**src/rtl/mem_rd_pkg.sv**
```systemverilog
// Shared types and elaboration helpers for the BRAM read-address sequencer.
package mem_rd_pkg;

    typedef enum logic [1:0] {
        IDLE  = 2'd0,
        READ  = 2'd1,
        DRAIN = 2'd2,
        DONE  = 2'd3
    } mem_rd_state_t;

    // Cycles needed for the last skewed read to leave the final bank.
    function automatic int drain_cycles(input int n, input int lat);
        return n - 1 + lat;
    endfunction

    // Narrowest drain counter that holds drain_cycles(); kept at least one bit wide.
    function automatic int drain_cnt_w(input int n, input int lat);
        return ($clog2(n + lat) < 1) ? 1 : $clog2(n + lat);
    endfunction

endpackage

```
**src/rtl/mem_rd_seq.sv**
```systemverilog
// Read-address sequencer: walks a strided block descriptor for a number of passes,
// drives the head of the BRAM skew chain and pulses done once the chain has drained.
module mem_rd_seq
    import mem_rd_pkg::*;
#(
    parameter int N      = 4,
    parameter int ADDR_W = 12,
    parameter int CNT_W  = 12,
    parameter int LAT    = 1
) (
    input  logic              clk_i,
    input  logic              rst_i,
    input  logic              start_i,
    input  logic [ADDR_W-1:0] base_addr_i,
    input  logic [CNT_W-1:0]  len_i,
    input  logic [ADDR_W-1:0] stride_i,
    input  logic [CNT_W-1:0]  reps_i,
    input  logic              stall_i,
    output logic              busy_o,
    output logic              done_o,
    output logic              rd_en_o,
    output logic [ADDR_W-1:0] rd_addr_o,
    output logic              first_rd_o,
    output logic              last_rd_o
);

    localparam int DW = drain_cnt_w(N, LAT);
    localparam logic [DW-1:0] DRAIN_LOAD = DW'(drain_cycles(N, LAT));

    mem_rd_state_t     state_q;
    logic [ADDR_W-1:0] base_q;
    logic [ADDR_W-1:0] stride_q;
    logic [CNT_W-1:0]  len_q;
    logic [CNT_W-1:0]  reps_q;
    logic [ADDR_W-1:0] nxt_addr_q;
    logic [CNT_W-1:0]  in_pass_q;
    logic [CNT_W-1:0]  pass_q;
    logic [DW-1:0]     drain_q;
    logic              rd_en_q;
    logic [ADDR_W-1:0] rd_addr_q;
    logic              first_q;
    logic              last_q;
    logic              busy_q;
    logic              done_q;

    logic [CNT_W-1:0]  sel_len_s;
    logic [CNT_W-1:0]  sel_reps_s;
    logic [ADDR_W-1:0] sel_base_s;
    logic [ADDR_W-1:0] sel_stride_s;
    logic [CNT_W-1:0]  cur_ip_s;
    logic [CNT_W-1:0]  cur_pass_s;
    logic [ADDR_W-1:0] cur_addr_s;
    logic              end_pass_s;
    logic              last_issue_s;
    logic              zero_blk_s;
    logic [CNT_W-1:0]  in_pass_d;
    logic [CNT_W-1:0]  pass_d;
    logic [ADDR_W-1:0] nxt_addr_d;

    // Issue-path view of the descriptor: in IDLE the first read comes straight from the inputs.
    always_comb begin
        if (state_q == IDLE) begin
            sel_len_s    = len_i;
            sel_reps_s   = reps_i;
            sel_base_s   = base_addr_i;
            sel_stride_s = stride_i;
            cur_ip_s     = {CNT_W{1'b0}};
            cur_pass_s   = {CNT_W{1'b0}};
            cur_addr_s   = base_addr_i;
        end else begin
            sel_len_s    = len_q;
            sel_reps_s   = reps_q;
            sel_base_s   = base_q;
            sel_stride_s = stride_q;
            cur_ip_s     = in_pass_q;
            cur_pass_s   = pass_q;
            cur_addr_s   = nxt_addr_q;
        end
    end

    // Counter and address advance for the read being issued this cycle.
    always_comb begin
        zero_blk_s   = (len_i == {CNT_W{1'b0}}) || (reps_i == {CNT_W{1'b0}});
        end_pass_s   = (cur_ip_s == (sel_len_s - CNT_W'(1)));
        last_issue_s = end_pass_s && (cur_pass_s == (sel_reps_s - CNT_W'(1)));
        if (end_pass_s) begin
            in_pass_d  = {CNT_W{1'b0}};
            pass_d     = cur_pass_s + CNT_W'(1);
            nxt_addr_d = sel_base_s;
        end else begin
            in_pass_d  = cur_ip_s + CNT_W'(1);
            pass_d     = cur_pass_s;
            nxt_addr_d = cur_addr_s + sel_stride_s;
        end
    end

    // Sequencer FSM with all outputs registered.
    always_ff @(posedge clk_i) begin
        if (rst_i) begin
            state_q    <= IDLE;
            base_q     <= {ADDR_W{1'b0}};
            stride_q   <= {ADDR_W{1'b0}};
            len_q      <= {CNT_W{1'b0}};
            reps_q     <= {CNT_W{1'b0}};
            nxt_addr_q <= {ADDR_W{1'b0}};
            in_pass_q  <= {CNT_W{1'b0}};
            pass_q     <= {CNT_W{1'b0}};
            drain_q    <= {DW{1'b0}};
            rd_en_q    <= 1'b0;
            rd_addr_q  <= {ADDR_W{1'b0}};
            first_q    <= 1'b0;
            last_q     <= 1'b0;
            busy_q     <= 1'b0;
            done_q     <= 1'b0;
        end else begin
            rd_en_q <= 1'b0;
            done_q  <= 1'b0;
            case (state_q)
                IDLE: begin
                    if (start_i && zero_blk_s) begin
                        state_q <= DONE;
                        done_q  <= 1'b1;
                        busy_q  <= 1'b0;
                    end else if (start_i) begin
                        base_q     <= base_addr_i;
                        stride_q   <= stride_i;
                        len_q      <= len_i;
                        reps_q     <= reps_i;
                        rd_en_q    <= 1'b1;
                        rd_addr_q  <= base_addr_i;
                        first_q    <= 1'b1;
                        last_q     <= last_issue_s;
                        nxt_addr_q <= nxt_addr_d;
                        in_pass_q  <= in_pass_d;
                        pass_q     <= pass_d;
                        busy_q     <= 1'b1;
                        drain_q    <= DRAIN_LOAD;
                        state_q    <= last_issue_s ? DRAIN : READ;
                    end else begin
                        busy_q <= 1'b0;
                    end
                end
                READ: begin
                    if (!stall_i) begin
                        rd_en_q    <= 1'b1;
                        rd_addr_q  <= cur_addr_s;
                        first_q    <= 1'b0;
                        last_q     <= last_issue_s;
                        nxt_addr_q <= nxt_addr_d;
                        in_pass_q  <= in_pass_d;
                        pass_q     <= pass_d;
                        drain_q    <= DRAIN_LOAD;
                        state_q    <= last_issue_s ? DRAIN : READ;
                    end else begin
                        state_q <= READ;
                    end
                end
                DRAIN: begin
                    if (drain_q == {DW{1'b0}}) begin
                        state_q <= DONE;
                        done_q  <= 1'b1;
                        busy_q  <= 1'b0;
                    end else begin
                        drain_q <= drain_q - DW'(1);
                    end
                end
                DONE: begin
                    state_q <= IDLE;
                    busy_q  <= 1'b0;
                end
                default: begin
                    state_q <= IDLE;
                    busy_q  <= 1'b0;
                end
            endcase
        end
    end

    assign busy_o     = busy_q;
    assign done_o     = done_q;
    assign rd_en_o    = rd_en_q;
    assign rd_addr_o  = rd_addr_q;
    assign first_rd_o = first_q;
    assign last_rd_o  = last_q;

endmodule
```
**config.mk**
```make
export PLATFORM = sky130hd
export DESIGN_NAME = mem_rd_seq
export DESIGN_NICKNAME = d
export VERILOG_FILES = /design/src/rtl/mem_rd_pkg.sv /design/src/rtl/mem_rd_seq.sv
export SDC_FILE = /design/constraint.sdc
export NUM_CORES = 1
export LEC_CHECK = 0
export CAP_MARGIN = 20
export CORE_MARGIN = 2
export CORE_UTILIZATION = 45
export DETAILED_ROUTE_END_ITERATION = 8
export PLACE_DENSITY = 0.66
export SLEW_MARGIN = 30
export SYNTH_ARGS = -nofsm -noshare
export SYNTH_HDL_FRONTEND = slang
export SYNTH_SLANG_ARGS = --single-unit
```
**constraint.sdc**
```tcl
create_clock -name clk_i -period 5.9 [get_ports clk_i]
set_input_delay 0.59 -clock clk_i [delete_from_list [all_inputs] [get_ports clk_i]]
set_output_delay 0.59 -clock clk_i [all_outputs]
set_load 0.01 [all_outputs]
```
==> results of run 1 <==
[cells by family after synthesis]
family,share of synthesized area [%]
AOI/OAI and AO/OA,19.3
DFF,31.8
buffers and inverters,4.95
muxes,3.79
adders and majority gates,3.49
and+or+nand+nor,30.7
xor gates and xnor gates,6.04
[power by group]
part           internal, uW  total, uW  switching, uW
logic                   182        420            238
registers               757        789           32.7
clock network           292        584            292
total                  1230       1790            563
[metrics by stage]
step,hold slack (ns),area [um^2]
4_1_cts,0.458,7660
3_5_place_dp,0.447,7380
6_report,0.455,7660
2_1_floorplan,0.434,6670
3_3_place_gp,0.442,7380
5_1_grt,0.476,7660
[cell usage in the layout (no fill, tap or decap), types with 18 or more instances in the layout]
master,count
a21oi_1,88
nor3_1,24
nand2_1,226
dfxtp_1,106
xor2_1,18
nor2_1,56
mux2i_1,23
o21ai_0,22
clkdlybuf4s50_1,67
xnor2_1,28
[synthesized netlist by cell type, drive strengths merged, types with 5 or more instances]
cell type | n | area (um^2)
a22oi | 6 | 45.0
xnor2 | 28 | 245
nand2 | 228 | 858
or3 | 15 | 93.8
nor4 | 14 | 93.8
dfxtp | 106 | 2120
o41ai | 5 | 43.8
a22o | 5 | 43.8
nand2b | 8 | 50.1
nand3 | 18 | 90.1
o21ai | 22 | 110
a211oi | 15 | 113
nor2b | 9 | 56.3
a21oi | 89 | 449
or4 | 6 | 48.8
o2111ai | 5 | 43.8
nor2 | 57 | 221
clkbuf | 36 | 135
nor3 | 24 | 120
and2 | 9 | 56.3
inv | 12 | 45.0
a311oi | 8 | 76.3
and3 | 18 | 113
mux2i | 23 | 230
ha | 17 | 213
o31ai | 6 | 58.8
nand4 | 14 | 87.6
buf | 23 | 146
xor2 | 18 | 158
[per-layer routing]
layer,global-route usage (%),routed length (um)
met3,3.91,785
met2,35.5,7970
met1,32.3,8830
met5,0,0
met4,6.33,295
[cell type report]
type,instances,area [um^2],share of cell area [%]
multi-input combinational,723,4240,55.3
sequential,106,2120,27.7
timing repair buffer,77,746,9.73
tap,184,230,3.00
clock buffer,10,229,2.99
clock inverter,6,50.0,0.653
inverter,13,48.8,0.637
[flip-flops by register name (all words and copies together), names as in the netlist]
signal / count
nxt_addr_q: 12
len_q: 12
pass_q: 12
reps_q: 12
drain_q: 3
busy_o: 1
rd_en_o: 1
state_q: 2
stride_q: 12
done_o: 1
rd_addr_o: 12
in_pass_q: 12
first_rd_o: 1
last_rd_o: 1
base_q: 12
[final timing paths]
path,end,slack (ns),depth (start not counted)
setup / recovery,pass_q[10],1.53,12
setup reg to reg,pass_q[10],1.53,12
hold / removal,base_q[1],0.46,2
hold reg to reg,base_q[1],0.46,2
[worst max-delay path: stages (launching register included)]
cell and delay [ns]:
dfxtp_1 0.30, buf_4 0.20, nor2_4 0.35, mux2i_1 0.45, ha_1 0.47, or3b_2 0.47
nor4_1 0.17, o21ai_0 0.15, xnor2_1 0.20, and4_4 0.28, and2_1 0.57, and4_1 0.31
mux2_1 0.32
==> flow_summary.ini, run 1 <==
[sta]
worst_slew_pin_slew_ns = 0.892
post-route-period-util_pct = 74.1
finalClockSkew_ns = 0.00809
finalHoldViolCount = 0
setup_violations = 0
maxSlewViolCount = 0
setup_tns_ns = 0
slew_headroom_pct = 40.5
max_clock_freq_mhz = 229
rsz0062_at_grt = no
fin_crit_ns = 4.37
worst_slack_ns = 1.53

[power]
power.leakage_uw = 0.00295
finalPower_uw = 1790
power.density_mw_per_mm2 = 234
irDropWorstVdd_uv = 191

[synth]
syn_inst = 901
syn_avg_cell_area_um2 = 7.41
synth_area_mm2 = 0.00667
yosys_warnings = 0
ys_seq_elements = 106
synth_nets = 971
ys_types = 75
async_flop_share_pct = 0
synth-seq-area-share_pct = 31.8
synth_edf_count = 0
synth_flop_cell = dfxtp_1

[setup_path]
r2r_start = state_q[1]
end_kind = flip-flop
start_kind = flip-flop
worstSetupPathType = reg2reg
cp.required_ns = 6.14
crit_start = state_q[1]
path_max_fanout = 19
arrival_ns = 4.62

[grt]
first_global_vias = 5816
grt_start_max_net_pins = 68
grt_overflow = 0
antenna_found_initial = 0
grt_use_total_pct = 22.7
grt_pass1_wl_um = 29700

[floorplan]
rows = 44
io-pin-count = 69
core_mm2 = 0.0145
initial_core_util_pct = 45.9
die_area_mm2 = 0.0158
die_h_um = 126
chipWidth_um = 126

[job]
drv_cap = 0

[place]
place_hpwl_um = 12000
port_buffers = 68
dp_cells = 1103
dp_slack_ns = 1.48
gp_congestion = 0.828

[drt]
drt_iter0_drc = 486
routedWlPerCell_um = 16.0
dr_total_vias = 6341
routed_via_density = 5.67
antenna_left = 0
drcViolationCount = 0
routed_wl_um = 17900
drt_first_pass_iters = 5

[cts]
numCtsBuffers = 9
clk_latency_ns = 0.36
postCtsHoldBufs = 0
post_cts_buffers = 0
clockBufferDepth = 2
clk_pin_slew_ns = 0.07
ctsResizeCount = 0
cts_tree = done
cts_root_buf = clkbuf_16
clock_sinks = 106
htree_num_levels = 3

[finish]
antenna_cells = 0
utilization_pct = 52.7
layout.nets = 1000
instances_no_fill = 1119
drive_gt1_share_pct = 5.24
fill_cells = 1452
synthToLayoutAreaGrowth_pct = 14.8

[hold_path]
hold_class = reg2reg
holdCritStartpoint = base_q[1]

[run_status]
status = finished clean
Note: power is estimated with default switching activity, not from simulation.
==> run 2: changes to the inputs <==
Clock period 5.9 ns to 4.45 ns, I/O delays scaled along.
==> run 2 against run 1 <==
Against the previous run:
- clock skew about the same
- flip-flop and latch count unchanged
- die area unchanged
- fmax up 16%
- critical endpoint unchanged
- largest cell class unchanged
- largest power group unchanged
==> flow_summary.ini, run 2 (same netlist as run 1, synthesis figures left out) <==
[setup_path]
worst_path_max_delay_cell = dfxtp_1
worstSetupPathType = reg2reg
cpMostUsedCell = buf_4
path_cells = buf_4, or2_2, buf_4, mux2i_1, xor2_1, a2bb2o_1, and4_4, and2_1, and4_1, mux2_1
slowest_delay_ns = 0.51
path_max_fanout = 26
cp.required_ns = 4.71
start_kind = flip-flop
end_kind = flip-flop
arrival_ns = 4.04

[cts]
cts_tree = done
clock_sinks = 106
postCtsHoldBufs = 0
numCtsBuffers = 9
htree_num_levels = 3
clk_latency_ns = 0.37
clk_pin_slew_ns = 0.08
cts_root_buf = clkbuf_16
clockBufferDepth = 2
ctsResizeCount = 0
post_cts_buffers = 0

[power]
irDropWorstVdd_uv = 210
power.density_mw_per_mm2 = 314
power.leakage_uw = 0.00300

[drt]
antenna_left = 0
dr_total_vias = 6576
drt_first_pass_iters = 7
met3_length_um = 1050
drt_iter0_drc = 573
routedWlPerCell_um = 16.5
dr_wl_met2_um = 8520
routed_via_density = 5.83
routed_wl_um = 18600
top_layer = met4
wl_met1_um = 8710
drcViolationCount = 0

[sta]
fin_crit_ns = 3.78
setup_tns_ns = 0
finalHoldViolCount = 0
slew_headroom_pct = 50.5
setup_violations = 0
max_clock_freq_mhz = 265
post-route-period-util_pct = 84.9
finalClockSkew_ns = 0.00793
whs_ns = 0.456
rsz0062_at_grt = no
worst_slew_pin_slew_ns = 0.743
maxSlewViolCount = 0

[floorplan]
die_h_um = 126
chipWidth_um = 126
core_mm2 = 0.0145
rows = 44
initial_core_util_pct = 45.9
die_area_mm2 = 0.0158
io-pin-count = 69

[place]
place_hpwl_um = 12500
port_buffers = 68
gp_congestion = 0.880

[finish]
utilization_pct = 53.4
synthToLayoutAreaGrowth_pct = 16.2
drive_gt1_share_pct = 6.25
final_common_cell = nand2_1
layout.nets = 1009
antenna_cells = 0
layout_common_cells = nand2_1 (226), dfxtp_1 (106), a21oi_1 (88), clkdlybuf4s50_1 (67), nor2_1 (56)

[grt]
grt_start_max_net_pins = 65
antenna_found_initial = 0
first_global_vias = 6015
grt_pass1_wl_um = 30700
grt_overflow = 0
grt_use_total_pct = 23.6

[hold_path]
hold_class = reg2reg

[run_status]
status = finished clean

[job]
drv_cap = 0
## run 2: layer usage
| layer | global-route usage [%] | vias to the layer above |
|---|---|---|
| met5 | 0 | - |
| met4 | 5.88 | 0 |
| met3 | 5.52 | 25 |
| met2 | 38.1 | 178 |
| met1 | 32.2 | 3119 |
| li1 | - | 3254 |
## run 2: path summary, 6_finish.rpt
path                                  from    endpoint  slack [ns]  depth (start not counted)
worst max register to register  state_q[1]  pass_q[10]        0.67                         10
worst min-delay path             base_q[3]   base_q[3]        0.46                          2
worst max-delay path            state_q[1]  pass_q[10]        0.67                         10
worst min register to register   base_q[3]   base_q[3]        0.46                          2
## run 2: layout make-up
cell class | instances | area (um^2)
fill | 1488 | 6780
inverter | 13 | 48.8
clock inverter | 6 | 56.3
tap | 184 | 230
timing repair buffer | 86 | 826
sequential | 106 | 2120
multi-input combinational | 723 | 4230
clock buffer | 10 | 239
## run 2: stage by stage
step                      instances  worst slack, ns  total power (uW)  area, um^2
final                          1128            0.673              2430        7750
after global routing           1128            0.384              2560        7750
after CTS                      1128            0.665              2450        7750
after detailed placement       1112            0.494              1630        7460
after global placement         1112            0.542              1630        7460
after floorplan                 901            0.117              1440        6680
## run 2: power by group
group | leakage [uW] | switching [uW] | internal, uW
Clock | 0.000144 | 409 | 409
Sequential | 0.000868 | 45.5 | 1000
Combinational | 0.00199 | 318 | 247
Total | 0.00300 | 772 | 1660
## run 2: worst max-delay path: cells and delay by family (launching register included)
family / cells / cell delay [ns]
compound gates: 1 / 0.26
buf+inv: 2 / 0.66
xor+xnor: 1 / 0.10
flops: 1 / 0.51
mux: 2 / 0.61
simple gates: 4 / 1.50
==> run 3: changes to the inputs <==
Clock period 4.45 ns to 3.55 ns, I/O delays scaled along.
==> run 3 against run 2 <==
Against the previous run:
- first-iteration DRC count is 17% lower
- fmax up 14%
- worst hold slack got worse by 0.0018 ns
==> flow_summary.ini, run 3 (same netlist as run 1, synthesis figures left out) <==
[run_status]
status = finished clean

[cts]
clk_latency_ns = 0.36
clockBufferDepth = 2
cts_tree = done
cts_root_buf = clkbuf_16
post_cts_buffers = 0
numCtsBuffers = 9
postCtsHoldBufs = 0
clk_pin_slew_ns = 0.07
htree_num_levels = 3
clock_sinks = 106

[setup_path]
path_max_fanout = 17
worst_path_max_delay_cell = dfxtp_1
cp.buffers_inverters = 0
end_kind = flip-flop
path_cells = nor2_4, mux2i_1, ha_2, or3b_4, nor4_2, o21ai_1, xnor2_1, and4_4, and2_4, and4_1, mux2_4
ff2ff_path_depth = 11
arrival_ns = 3.56
worstSetupPathType = reg2reg
critPathTopFamily = simple AND/OR/NAND/NOR gates
start_kind = flip-flop
cp.required_ns = 3.80
slowest_delay_ns = 0.40
worstSetupPathDepth = 11

[grt]
met1_usage_pct = 32.6
grt_util_met2_pct = 37.8
grt_overflow = 0
first_global_vias = 6044
grt_start_max_net_pins = 56
antenna_found_initial = 0
gr-usage-met3_pct = 5.06
grt_busiest_layer = met2
grt_use_total_pct = 23.8
grt_pass1_wl_um = 30900

[sta]
finalClockSkew_ns = 0.00719
slew_headroom_pct = 57.9
post-route-period-util_pct = 93.1
max_clock_freq_mhz = 302
setup_tns_ns = 0
maxSlewViolCount = 0
setup_violations = 0
worst_slew_pin_slew_ns = 0.632
finalHoldViolCount = 0
rsz0062_at_grt = no
fin_crit_ns = 3.31

[floorplan]
die_area_mm2 = 0.0158
io-pin-count = 69
rows = 44
core_mm2 = 0.0145
initial_core_util_pct = 45.9
die_h_um = 126
chipWidth_um = 126

[finish]
synthToLayoutAreaGrowth_pct = 18.8
layout.nets = 1017
utilization_pct = 54.6
drive_gt1_share_pct = 7.98
antenna_cells = 0
fill_cells = 1427
final_area_mm2 = 0.00793
layout_common_cells = nand2_1 (226), dfxtp_1 (106), a21oi_1 (87), clkdlybuf4s50_1 (67), nor2_1 (56)
final_common_cell = nand2_1

[drt]
routed_wl_um = 18500
drcViolationCount = 0
antenna_left = 0
drt_iter0_drc = 475
drt_first_pass_iters = 7
routedWlPerCell_um = 16.3
dr_total_vias = 6521
routed_via_density = 5.74

[power]
irDropWorstVdd_uv = 239
power.density_mw_per_mm2 = 388
power.leakage_uw = 0.00307

[place]
place_hpwl_um = 12800
port_buffers = 68
gp_congestion = 0.865
dpl-instance-area_mm2 = 0.00761

[hold_path]
hold_class = reg2reg
hold_depth = 2

[job]
drv_cap = 0
run 3: layout make-up:
class	instances	area [um^2]	area share, %
multi-input combinational	723	4300	54.2
sequential	106	2120	26.8
timing repair buffer	94	936	11.8
clock buffer	11	253	3.19
tap	184	230	2.90
inverter	13	48.8	0.615
clock inverter	5	43.8	0.552
run 3: tightest hold or removal path: stages (launching register included):
cell	delay [ns]
dfxtp_1	0.31
nand2_1	0.05
a21oi_1	0.05
run 3: metrics by stage:
step | hold WS, ns | total power, uW | setup slack (ns) | std cells
3_3_place_gp | 0.443 | 2070 | 0.250 | 1120
3_5_place_dp | 0.444 | 2070 | 0.160 | 1120
5_1_grt | 0.470 | 3240 | 0.0462 | 1136
6_report | 0.454 | 3070 | 0.243 | 1136
2_1_floorplan | 0.434 | 1820 | -0.304 | 901
4_1_cts | 0.455 | 3100 | 0.269 | 1136
run 3: worst paths after layout:
check | start | to | slack, ns
worst max-delay path | state_q[1] | pass_q[10] | 0.24
worst min-delay path | base_q[1] | base_q[1] | 0.45
worst max register to register | state_q[1] | pass_q[10] | 0.24
worst min register to register | base_q[1] | base_q[1] | 0.45
run 3: what timing repair did:
| item | in CTS | in global routing |
|---|---|---|
| endpoints found under the setup margin | 0 | 2 |
| resized for setup | 0 | 3 |
| endpoints found under the hold margin | 0 | 0 |
run 3: power breakdown:
group | switching [uW] | total, uW | leakage [uW] | internal (uW)
Clock | 492 | 1020 | 0.000140 | 524
Sequential | 56.4 | 1310 | 0.000868 | 1260
Combinational | 411 | 744 | 0.00206 | 333
Total | 959 | 3070 | 0.00307 | 2110
run 3: routing by layer:
| metal | wire, um | share of wire, % |
|---|---|---|
| met5 | 0 | 0 |
| met4 | 440 | 2.4 |
| met3 | 1120 | 6.1 |
| met2 | 8310 | 45 |
| met1 | 8640 | 47 |
